$ cat src/rtl/adc_sample_unpacker.sv
// adc_sample_unpacker: pops 32-bit packed ADC words from a FWFT FIFO and streams
// their three 10-bit samples (low field first) with the word's overrange/trigger flags.
module adc_sample_unpacker #(
    parameter int CNT_W = 32
) (
    input  logic             adc_sampleclk,
    input  logic             ddr_usrreset,
    input  logic             start_i,
    input  logic [CNT_W-1:0] num_words_i,
    input  logic [31:0]      word_data_i,
    input  logic             word_empty_i,
    output logic             word_rd_en_o,
    output logic [9:0]       sample_o,
    output logic             sample_or_o,
    output logic             sample_trig_o,
    output logic             sample_valid_o,
    input  logic             sample_ready_i,
    output logic             busy_o,
    output logic             done_o,
    output logic [CNT_W-1:0] words_done_o
);
    typedef enum logic [1:0] {IDLE, LOAD, EMIT, DONE} state_t;
    state_t           state_q, state_d;
    logic [1:0]       phase_q, phase_d;
    logic [31:0]      hold_q, hold_d;
    logic [CNT_W-1:0] total_q, total_d, words_q, words_d;
    // Sequencing: start/abort, word loads, sample phase stepping and word counting
    always_comb begin
        state_d      = state_q;
        phase_d      = phase_q;
        hold_d       = hold_q;
        total_d      = total_q;
        words_d      = words_q;
        word_rd_en_o = 1'b0;
        case (state_q)
            IDLE: if (start_i) begin
                words_d = '0;
                total_d = num_words_i;
                state_d = (num_words_i == '0) ? DONE : LOAD;
            end
            LOAD: if (!start_i) begin
                state_d = IDLE;
                hold_d  = '0;
            end else if (!word_empty_i) begin
                word_rd_en_o = 1'b1;
                hold_d       = word_data_i;
                phase_d      = 2'd0;
                state_d      = EMIT;
            end
            EMIT: if (!start_i) begin
                state_d = IDLE;
                hold_d  = '0;
                phase_d = 2'd0;
            end else if (sample_ready_i) begin
                if (phase_q != 2'd2) begin
                    phase_d = phase_q + 2'd1;
                end else begin
                    words_d = words_q + CNT_W'(1);
                    phase_d = 2'd0;
                    if (words_d == total_q) begin
                        state_d = DONE;
                    end else if (!word_empty_i) begin
                        word_rd_en_o = 1'b1;
                        hold_d       = word_data_i;
                    end else begin
                        state_d = LOAD;
                    end
                end
            end
            default: if (!start_i) state_d = IDLE;
        endcase
    end
    // State, phase, holding word and counters
    always_ff @(posedge adc_sampleclk or posedge ddr_usrreset) begin
        if (ddr_usrreset) begin
            state_q <= IDLE;
            phase_q <= 2'd0;
            hold_q  <= '0;
            total_q <= '0;
            words_q <= '0;
        end else begin
            state_q <= state_d;
            phase_q <= phase_d;
            hold_q  <= hold_d;
            total_q <= total_d;
            words_q <= words_d;
        end
    end
    // Output decode; sample and flags are forced to zero whenever not valid
    always_comb begin
        sample_valid_o = state_q == EMIT;
        sample_o       = !sample_valid_o ? 10'd0 :
                         (phase_q == 2'd0) ? hold_q[9:0] :
                         (phase_q == 2'd1) ? hold_q[19:10] : hold_q[29:20];
        sample_or_o    = sample_valid_o && hold_q[31];
        sample_trig_o  = sample_valid_o && hold_q[30];
        busy_o         = state_q == LOAD || state_q == EMIT;
        done_o         = state_q == DONE;
        words_done_o   = words_q;
    end
endmodule

$ cat config.mk
export PLATFORM = sky130hd
export DESIGN_NAME = adc_sample_unpacker
export DESIGN_NICKNAME = d
export VERILOG_FILES = /design/src/rtl/adc_sample_unpacker.sv
export SDC_FILE = /design/constraint.sdc
export NUM_CORES = 1
export LEC_CHECK = 0
export BUFFER_PORTS_ARGS = -buffer_cell sky130_fd_sc_hd__buf_4
export CORE_MARGIN = 2
export CORE_UTILIZATION = 23
export DETAILED_ROUTE_END_ITERATION = 7
export PLACE_DENSITY = 0.5
export SLEW_MARGIN = 10
export SYNTH_ARGS = -nofsm -noshare
export SYNTH_HDL_FRONTEND = slang
export SYNTH_SLANG_ARGS = --single-unit
$ cat constraint.sdc
create_clock -name adc_sampleclk -period 3.3 [get_ports adc_sampleclk]
set_input_delay 0.165 -clock adc_sampleclk [delete_from_list [all_inputs] [get_ports adc_sampleclk]]
set_output_delay 0.165 -clock adc_sampleclk [all_outputs]
set_load 0.01 [all_outputs]
==> results of run 1 <==
[Yosys cell counts, drive strengths merged, types with 2 or more instances]
cell and instances:
nand4 22, nor3b 2, o31ai 10, o221ai 2
and3 5, xor2 10, a31oi 7, o22ai 5
inv 11, mux2i 10, or4 4, o22a 2
nor2 33, nand3b 4, nor4 14, a21o 3
nand2 47, and4 4, clkbuf 23, o211ai 2
o311ai 4, buf 25, xnor2 25, ha 5
o41ai 4, o21ai 67, or2 6, nor3 15
nand3 16, a211oi 4, dfrtp 100, or3 8
a21oi 14, mux2 34, nor2b 3, nor4b 3
a22o 32, and2 16
[registers in the layout (all words and copies together), names as in the netlist]
signal,flops
hold_q,32
phase_q,2
state_q,2
total_q,32
words_done_o,32
[final cells by class]
class / instances / share of cell area, %
multi-input cells: 458 / 39.8
flip-flops and latches: 100 / 30.3
clock inverters: 7 / 0.908
clock buffers: 9 / 2.72
repair buffers: 217 / 20.8
inverters: 11 / 0.530
well taps: 330 / 5.00
[metrics by stage]
step,setup TNS (ns),power [mW]
global route,-7.69,4.75
floorplan,0,2.87
finish,-2.97,4.47
CTS,-1.93,4.51
global placement,-0.0355,3.33
detailed placement,-0.163,3.35
[how the worst min path moves through the flow]
| stage | endpoint | slack, ns | cells past startpoint |
|---|---|---|---|
| floorplan | hold_q[10]$_DFFE_PP0P_ | 0.30 | 1 |
| global placement | hold_q[16]$_DFFE_PP0P_ | 0.39 | 2 |
| detailed placement | hold_q[22]$_DFFE_PP0P_ | 0.39 | 2 |
| CTS | hold_q[22]$_DFFE_PP0P_ | 0.005 | 2 |
| global route | hold_q[23]$_DFFE_PP0P_ | 0.002 | 2 |
| finish | total_q[3]$_DFFE_PP0P_ | -0.02 | 2 |
[layer usage]
| metal | up-vias | routed length [um] |
|---|---|---|
| met1 | 2654 | 9110 |
| met5 | - | 0 |
| met4 | 0 | 410 |
| li1 | 2661 | - |
| met2 | 152 | 9350 |
| met3 | 20 | 1150 |
[timing repair]
| action | CTS | global route |
|---|---|---|
| pin swaps | 15 | 5 |
| gates cloned | 1 | 0 |
| hold buffers | 0 | 1 |
| buffers inserted | 19 | 5 |
| resized for setup | 29 | 4 |
| endpoints found under the setup margin | 33 | 33 |
| endpoints found under the hold margin | 0 | 1 |
[report_power, final]
| group | switching (mW) | total, mW | internal (mW) |
|---|---|---|---|
| logic | 0.717 | 1.53 | 0.808 |
| clock network | 0.561 | 1.10 | 0.540 |
| registers | 0.299 | 1.84 | 1.54 |
| total | 1.58 | 4.47 | 2.89 |
[cells in the final DEF (no fill, tap or decap), types with 4 or more instances in the layout]
| master | count |
|---|---|
| a31oi_1 | 7 |
| o21ai_0 | 64 |
| a22o_1 | 30 |
| a21oi_1 | 14 |
| clkbuf_16 | 9 |
| xor2_1 | 10 |
| nand3b_1 | 4 |
| buf_6 | 6 |
| nor4_1 | 10 |
| nand3_1 | 13 |
| mux2_2 | 33 |
| nand2_1 | 47 |
| inv_1 | 10 |
| and2_1 | 14 |
| o22ai_1 | 4 |
| ha_1 | 4 |
| buf_4 | 206 |
| o311ai_0 | 4 |
| and3_1 | 5 |
| nor3_1 | 11 |
| or2_2 | 4 |
| o31ai_1 | 9 |
| or3_1 | 5 |
| dfrtp_1 | 98 |
| mux2i_1 | 10 |
| xnor2_1 | 25 |
| nand4_1 | 20 |
| o41ai_1 | 4 |
| nor2_1 | 32 |
| and4_1 | 4 |
[cells by family (layout without fill, tap and decap cells)]
family,count (synthesis),after routing,synth area share [%]
adder cells (fa/ha/maj),5,5,1.05
multiplexers,44,44,8.09
AO/OA/AOI/OAI,168,168,19.0
XOR/XNOR,35,35,5.14
AND/OR/NAND/NOR,206,206,19.6
buffers and inverters,59,244,5.18
flip-flops,100,100,41.9
==> reports/qor.txt, run 1 <==
worst r2r src: words_done_o[12]$_DFFE_PP0P_
layout cells sized above 1: 38.4%
worst path cell trace: nand4_4, or4_4, or4_1, a211oi_2, o211ai_1, nor4_4, buf_4, o21ai_2, and4b_2, buf_12, buf_6
first-pass GRT wire length: 31700 um
Max IR drop VDD: 252 uV
Clk pin slew, worst setup/hold paths: 0.08 ns
Most used DFF post-synth: dfrtp_1
number of port buffers: 116
Tmin final: 3.45 ns
initial drt markers: 377
critical-path maximum fanout: 6
leakage power: 3.61 nW
WL per Instance: 17.7 um
Register Area: 2500 sq um
Crit path max-delay family: simple AND/OR/NAND/NOR gates
Yosys reg bits: 100
CP Launch Point: words_done_o[12]$_DFFE_PP0P_
clock buffer depth: 2
Seq/Total Area, Yosys: 41.9%
largest net degree at the start of global routing: 67
async set or reset register ratio after synthesis: 100%
Post-route DRC: 0
HP Class: in -> async
final worst slack: -0.145 ns
top cell type by total area after synthesis: dfrtp_1
Mapped Area: 5970 sq um
Initial Utilization: 23.6%
initial antenna violation count: 0
root buffer cell: clkbuf_16
Slew HR: 41.1%
antenna cells: 0
antenna viol nets, final: 0
fill cell count: 2629
Max-Cap Viols: 0
stages on the worst setup path: 11
setup violators final: 32
Die Wd: 165 um
outcome: finished, violations left
WP data arrival: 3.28 ns
die height: 165 um
Slew @ Worst Pin: 0.883 ns
Post-synth EDFFs: 0
final instance area: 8270 sq um
number of synthesis warnings: 0
total number of vias: 5487
Vias/cell: 4.85
CTS Buf Count: 9
Core ar.: 25300 sq um
Max Transition Viols Final: 0
TritonCTS clock tree: done
Startpoint Class: register
Multi-input gate area: 3290 sq um
max frequency: 290 MHz
unrepaired setup endpoints after global routing: yes
Post-Syn Area per Cell: 9.67 sq um
Bufs and invs on worst path: 3
failing checks: hold timing, setup timing
synth unique cells: 70
vias in the first global route: 5565
core occupancy in the finished layout: 32.6%
Syn Inst Count: 617
CTS HTree Levels: 3
ranking of synthesized cells by area: dfrtp_1 42%, mux2_2 6.4%, o21ai_0 5.5%
met3 Usage GRT: 3.35%
WS Path Type: reg -> out
Area Growth Syn to Fin: 38.5%
met2 usage: 24.5%
clk sinks: 100
final period utilization: 104%
total wire length: 20000 um
worst clock skew: 0.0115 ns
Pre-Repair DR Iteration Count: 5
GR Overflow Total: 0
Worst R2R Path Depth: 12
Final Hold Viols: 6
worst skew pair latency: 0.36 ns
WHS: -0.0151 ns
post-DP HPWL: 14900 um
reg-to-reg endpoint: hold_q[1]$_DFFE_PP0P_
CP max stage cell: or4_4
Worst Setup EP: word_rd_en_o
Area after DPL: 7600 sq um
CP Capture Type: primary output
I/O pin count: 117
register-to-register setup slack: -0.14 ns
syn nets: 691
M1 GR Usage: 20.3%
GPL Wtd Cong: 0.836
Post-Layout Cell Count: 1132
Nets: 871
Std-Cell Rows: 58
Synth top area share: 41.9%
CP Data Required Time: 3.13 ns
dpl cells: 1090
All-Layer GR Usage: 15.2%
PD cells: 541 nW/um^2
Setup WS pre-CTS: -0.0844 ns
Max stage delay on crit path: 0.57 ns
die area: 27200 sq um
gr busiest metal: met2
(Power assumes the default switching activity.)
==> inputs of run 2 (changes only) <==
--- a/config.mk
+++ b/config.mk
@@ -7,9 +7,9 @@
 export LEC_CHECK = 0
 export BUFFER_PORTS_ARGS = -buffer_cell sky130_fd_sc_hd__buf_4
 export CORE_MARGIN = 2
-export CORE_UTILIZATION = 23
+export CORE_UTILIZATION = 51
 export DETAILED_ROUTE_END_ITERATION = 7
-export PLACE_DENSITY = 0.5
+export PLACE_DENSITY = 0.87
 export SLEW_MARGIN = 10
 export SYNTH_ARGS = -nofsm -noshare
 export SYNTH_HDL_FRONTEND = slang
==> run 2 against run 1 <==
Effect of this change: utilization increased by 36 points; critical endpoint unchanged; die area is 54% lower; the flow finishes with violations (setup timing); critical path type unchanged; hold slack gained 0.035 ns.
==> reports/qor.txt, run 2 (same netlist as run 1, synthesis figures left out) <==
outcome: finished, violations left
failing checks: setup timing
Pwr Total: 4.48 mW (+0.21%)
Post-Layout Cell Count: 924 (-18%)
vias in the first global route: 5852 (+5.2%)
Max-Cap Viols: 0 (unchanged)
antenna cells: 0 (unchanged)
post-DP HPWL: 13300 um (-11%)
leakage power: 3.49 nW (-3.5%)
GPL Wtd Cong: 1.01 (+21%)
Area after DPL: 7240 sq um (-4.6%)
hold path depth: 2
first-pass GRT wire length: 30100 um (-5.0%)
die area: 12600 sq um (-54%)
CP Capture Type: primary output
Std-Cell Rows: 39 (-33%)
CTS Buf Count: 9 (unchanged)
number of port buffers: 116 (unchanged)
Startpoint Class: register
Slew @ Worst Pin: 0.861 ns (-0.0218 ns)
WS Path Type: reg -> out
critical-path maximum fanout: 5 (-1)
CTS HTree Levels: 3 (unchanged)
die height: 112 um (-32%)
Post-route DRC: 0 (unchanged)
worst path cell trace: buf_6, nand4_1, buf_4, nor2_2, and3_1, o2111ai_2, or4b_4, nor4_4, o21ai_2, and4b_2, buf_12, buf_4
GR Overflow Total: 0 (unchanged)
max frequency: 285 MHz (-2.0%)
setup TNS: -4.79 ns (-1.82 ns)
Max Transition Viols Final: 0 (unchanged)
Max stage delay on crit path: 0.53 ns (-0.04 ns)
Vias/cell: 6.25 (+29%)
setup violators final: 33 (+3.1%)
root buffer cell: clkbuf_16
Slew HR: 42.0% (+0.92 points)
HP Class: in -> reg
Initial Utilization: 52.3% (+29 points)
most frequent cells in the layout: 185 x buf_4, 98 x dfrtp_1, 62 x o21ai_0
worst skew pair latency: 0.36 ns (about the same)
Tmin final: 3.51 ns (+0.0695 ns)
initial drt markers: 604 (+60%)
clock buffer depth: 2 (unchanged)
final period utilization: 107% (+2.1 points)
CP max stage cell: or4b_4
most used cell along the critical path: buf_4
Final Hold Viols: 0 (-6)
Clk pin slew, worst setup/hold paths: 0.07 ns (about the same)
worst clock skew: 0.0113 ns (-0.000177 ns)
Nets: 850 (-2.4%)
largest net degree at the start of global routing: 43 (-36%)
TritonCTS clock tree: done
WL per Instance: 20.0 um (+13%)
final worst slack: -0.215 ns (-0.0695 ns)
antenna viol nets, final: 0 (unchanged)
Max IR drop VDD: 447 uV (+77%)
Core ar.: 11400 sq um (-55%)
most common cell after layout, fill and taps aside: buf_4
WP data arrival: 3.35 ns (+0.07 ns)
dpl cells: 889 (-18%)
I/O pin count: 117 (unchanged)
clk sinks: 100 (unchanged)
PD cells: 571 nW/um^2 (+5.6%)
layout cells sized above 1: 36.6% (-1.8 points)
Pre-Repair DR Iteration Count: 6 (+1)
All-Layer GR Usage: 29.9% (+15 points)
Worst R2R Path Depth: 13 (+1)
total wire length: 18500 um (-7.8%)
final instance area: 7840 sq um (-5.1%)
initial antenna violation count: 0 (unchanged)
total number of vias: 5772 (+5.2%)
Die Wd: 112 um (-32%)
CP Data Required Time: 3.13 ns (about the same)
Area Growth Syn to Fin: 31.4%
unrepaired setup endpoints after global routing: yes
run 2: cell count changes in the layout (fill, tap and decap cells not counted), sizes merged:
| cell | delta |
|---|---|
| buf | -21 |
| bufinv | +1 |
| inv | -1 |
run 2: repair_timing:
| item | CTS | global route |
|---|---|---|
| gates resized for setup | 19 | 13 |
| gates cloned | 1 | 0 |
| hold buffers | 1 | 0 |
| pin swaps | 9 | 12 |
| setup endpoints to repair | 33 | 34 |
| endpoints found under the hold margin | 40 | 0 |
| buffers inserted | 13 | 4 |
run 2: final timing paths:
kind | slack, ns | from | to
setup reg to reg | -0.19 | words_done_o[18]$_DFFE_PP0P_ | hold_q[21]$_DFFE_PP0P_
hold / removal | 0.02 | word_data_i[9] | hold_q[9]$_DFFE_PP0P_
setup / recovery | -0.21 | words_done_o[18]$_DFFE_PP0P_ | word_rd_en_o
min in group asynchronous | 0.40 | ddr_usrreset | hold_q[31]$_DFFE_PP0P_
max in group asynchronous | 2.02 | ddr_usrreset | words_done_o[7]$_DFFE_PP0P_
hold reg to reg | 0.50 | hold_q[9]$_DFFE_PP0P_ | hold_q[9]$_DFFE_PP0P_
run 2: layer usage:
metal	share of wire, %	GRT usage [%]	wire length [um]	vias to the layer above
met5	0	0	0	-
met4	3.4	12.3	627	0
met3	7.8	6.97	1440	45
met2	48	48.3	8800	294
met1	41	39.1	7600	2822
li1	-	-	-	2611
run 2: metrics by stage:
stage / utilization (%) / setup WS (ns) / hold slack (ns)
after global placement: 63.4 / 0.0283 / 0.233
after floorplan: - / 0.0240 / 0.305
after CTS: 68.0 / -0.129 / 0.0146
final: 68.7 / -0.215 / 0.0197
after detailed placement: 63.4 / -0.0421 / 0.241
after global routing: 68.7 / -0.295 / 0.0224
run 2: area by class of cell:
class	count	area, sq um
Inverter	11	43.8
Timing Repair Buffer	196	1550
Fill cell	897	3580
Multi-Input combinational cell	458	3260
Clock buffer	9	225
Clock inverter	7	82.6
Tap cell	143	179
Sequential cell	100	2500
run 2: report_power, final:
part           switching, mW  internal [mW]
Clock                  0.505          0.601
Combinational          0.726          0.803
Sequential             0.298           1.54
Total                   1.53           2.95
run 2: critical path, delay by kind of cell, from the launching register on:
| family | cells | cell delay, ns |
|---|---|---|
| AND/OR/NAND/NOR | 6 | 1.79 |
| AO/OA/AOI/OAI | 2 | 0.20 |
| buffers and inverters | 4 | 0.63 |
| flip-flops | 1 | 0.37 |
==> inputs of run 3 (changes only) <==
--- a/config.mk
+++ b/config.mk
@@ -9,6 +9,7 @@
 export CORE_MARGIN = 2
 export CORE_UTILIZATION = 51
 export DETAILED_ROUTE_END_ITERATION = 7
+export MAX_ROUTING_LAYER = met4
 export PLACE_DENSITY = 0.87
 export SLEW_MARGIN = 10
 export SYNTH_ARGS = -nofsm -noshare
==> run 3 against run 2 <==
Effect of this change: the run ends with hold timing, setup timing left; largest power group unchanged; clock skew shrank 0.0034 ns; worst setup slack gained 0.10 ns; via count grew 2.7%; clock power shrank 5%; sequential power is essentially flat; critical path depth shrank 1; critical path type unchanged; die area is the same.
==> reports/qor.txt, run 3 (same netlist as run 1, synthesis figures left out) <==
routed length on met2: 9120 um (+3.7%)
CP max stage cell: or4b_4
Nets: 859 (+1.1%)
Pwr Total: 4.60 mW (+2.8%)
CP Data Required Time: 3.13 ns (about the same)
I/O pin count: 117 (unchanged)
WP data arrival: 3.25 ns (-0.10 ns)
TritonCTS clock tree: done
antenna viol nets, final: 0 (unchanged)
Max-Cap Viols: 0 (unchanged)
Slew HR: 40.7% (-1.3 points)
Clk pin slew, worst setup/hold paths: 0.07 ns (about the same)
Max stage delay on crit path: 0.55 ns (+0.02 ns)
WHS: -0.0255 ns (-0.0452 ns)
routed length on met3: 1690 um (+18%)
root buffer cell: clkbuf_16
unrepaired setup endpoints after global routing: yes
critical-path maximum fanout: 5 (unchanged)
final period utilization: 103% (-3.0 points)
Final Hold Viols: 12 (+12)
setup violators final: 33 (unchanged)
most common cell after layout, fill and taps aside: buf_4
leakage power: 3.60 nW (+3.3%)
Vias/cell: 6.35 (+1.7%)
Met1 Routed Length: 7670 um (+0.87%)
top layer in use: met4
failing checks: hold timing, setup timing
Max IR drop VDD: 525 uV (+17%)
fill cell count: 819 (-8.7%)
Core ar.: 11400 sq um (unchanged)
die area: 12600 sq um (unchanged)
dpl cells: 890 (+0.11%)
CP Capture Type: primary output
GR Overflow Total: 0 (unchanged)
GPL Wtd Cong: 1.00 (-0.75%)
antenna cells: 0 (unchanged)
Pre-Repair DR Iteration Count: 5 (-1)
first-pass GRT wire length: 30400 um (+1.1%)
CTS HTree Levels: 3 (unchanged)
clk sinks: 100 (unchanged)
Die Wd: 112 um (unchanged)
Std-Cell Rows: 39 (unchanged)
clock buffer depth: 2 (unchanged)
All-Layer GR Usage: 31.2% (+1.2 points)
total number of vias: 5927 (+2.7%)
Startpoint Class: register
HP Class: in -> async
WL per Instance: 20.9 um (+4.3%)
Setup WS pre-CTS: -0.0903 ns (-0.0482 ns)
vias in the first global route: 5839 (-0.22%)
Post-route DRC: 0 (unchanged)
Max Transition Viols Final: 0 (unchanged)
PD cells: 571 nW/um^2 (about the same)
largest net degree at the start of global routing: 71 (+65%)
Bufs and invs on worst path: 3 (-1)
initial drt markers: 578 (-4.3%)
WS Path Type: reg -> out
Area Growth Syn to Fin: 35.1%
worst clock skew: 0.00793 ns (-0.00341 ns)
max frequency: 293 MHz (+2.9%)
Slew @ Worst Pin: 0.889 ns (+0.0276 ns)
CTS Buf Count: 9 (unchanged)
most used cell along the critical path: buf_6
post-DP HPWL: 13200 um (-0.91%)
total wire length: 19500 um (+5.4%)
number of port buffers: 116 (unchanged)
Post-Layout Cell Count: 933 (+0.97%)
layout cells sized above 1: 38.9% (+2.2 points)
initial antenna violation count: 0 (unchanged)
outcome: finished, violations left
Initial Utilization: 52.3% (unchanged)
most frequent cells in the layout: 193 x buf_4, 98 x dfrtp_1, 64 x o21ai_0
worst path cell trace: nand4_1, buf_6, nor3_4, and3_1, o2111ai_1, or4b_4, nor4_4, o21ai_2, and4b_2, buf_12, buf_6
worst skew pair latency: 0.37 ns (about the same)
final worst slack: -0.115 ns (+0.100 ns)
Tmin final: 3.41 ns (-0.100 ns)
die height: 112 um (unchanged)
CTS Hold Bufs: 0 (-1)
Crit path max-delay family: simple AND/OR/NAND/NOR gates
-- run 3: cell count changes in the layout (fill, tap and decap cells not counted), moves of 2 or more --
cell / delta
o21ai_0: +2
o21ai_1: -2
nor4_2: +2
nor4_4: +2
buf_4: +8
clkbuf_16: +2
nor4_1: -4
-- run 3: path summary, 6_finish.rpt --
check	startpoint	to	slack, ns	depth (start not counted)
max in group asynchronous	ddr_usrreset	words_done_o[7]$_DFFE_PP0P_	2.52	3
max reg2reg	words_done_o[0]$_DFFE_PP0P_	hold_q[10]$_DFFE_PP0P_	-0.09	13
min reg2reg	hold_q[30]$_DFFE_PP0P_	hold_q[30]$_DFFE_PP0P_	0.50	1
max	words_done_o[0]$_DFFE_PP0P_	word_rd_en_o	-0.11	11
min in group adc_sampleclk	word_data_i[6]	hold_q[6]$_DFFE_PP0P_	0.02	2
min	ddr_usrreset	hold_q[31]$_DFFE_PP0P_	-0.03	2
-- run 3: worst reg2reg max path, stage by stage (launching register included) --
cell and delay (ns):
dfrtp_1 0.44, nand4_1 0.26, buf_6 0.22, nor3_4 0.29, and3_1 0.22, o2111ai_1 0.11, or4b_4 0.55, nor4_4 0.22
buf_4 0.18, buf_4 0.11, o22ai_2 0.09, o21ai_4 0.29, clkbuf_16 0.23, a22o_1 0.13
-- run 3: per-layer routing --
metal / up-vias / global-route usage [%]
met5: - / -
met4: 0 / 15.8
met3: 90 / 6.48
met2: 361 / 46.4
met1: 2848 / 40.6
li1: 2628 / -
-- run 3: cell type report --
class	instances	area (sq um)	area share [%]
multi-input combinational	458	3390	42.1
sequential	100	2500	31.1
timing repair buffer	205	1650	20.4
clock buffer	9	225	2.79
tap	143	179	2.22
clock inverter	7	68.8	0.854
inverter	11	43.8	0.543
-- run 3: stage by stage --
| stage | TNS, ns | hold WS, ns | utilization [%] | area [sq um] |
|---|---|---|---|---|
| global placement | -0.0187 | 0.384 | 63.5 | 7250 |
| finish | -1.94 | -0.0255 | 70.6 | 8060 |
| CTS | -0.0449 | 0.0106 | 68.4 | 7810 |
| detailed placement | -0.457 | 0.392 | 63.5 | 7250 |
| floorplan | 0 | 0.305 | - | 5980 |
| global route | -6.58 | 0.0183 | 70.6 | 8060 |
-- run 3: power by group --
part	switching (mW)	internal, mW
registers	0.291	1.54
clock network	0.531	0.532
logic	0.806	0.897
-- run 3: what timing repair did --
item / in CTS / in global routing
cloned: 1 / 3
setup endpoints to repair: 33 / 34
gates resized for setup: 27 / 24
buffers inserted: 16 / 7
pin swaps: 11 / 7
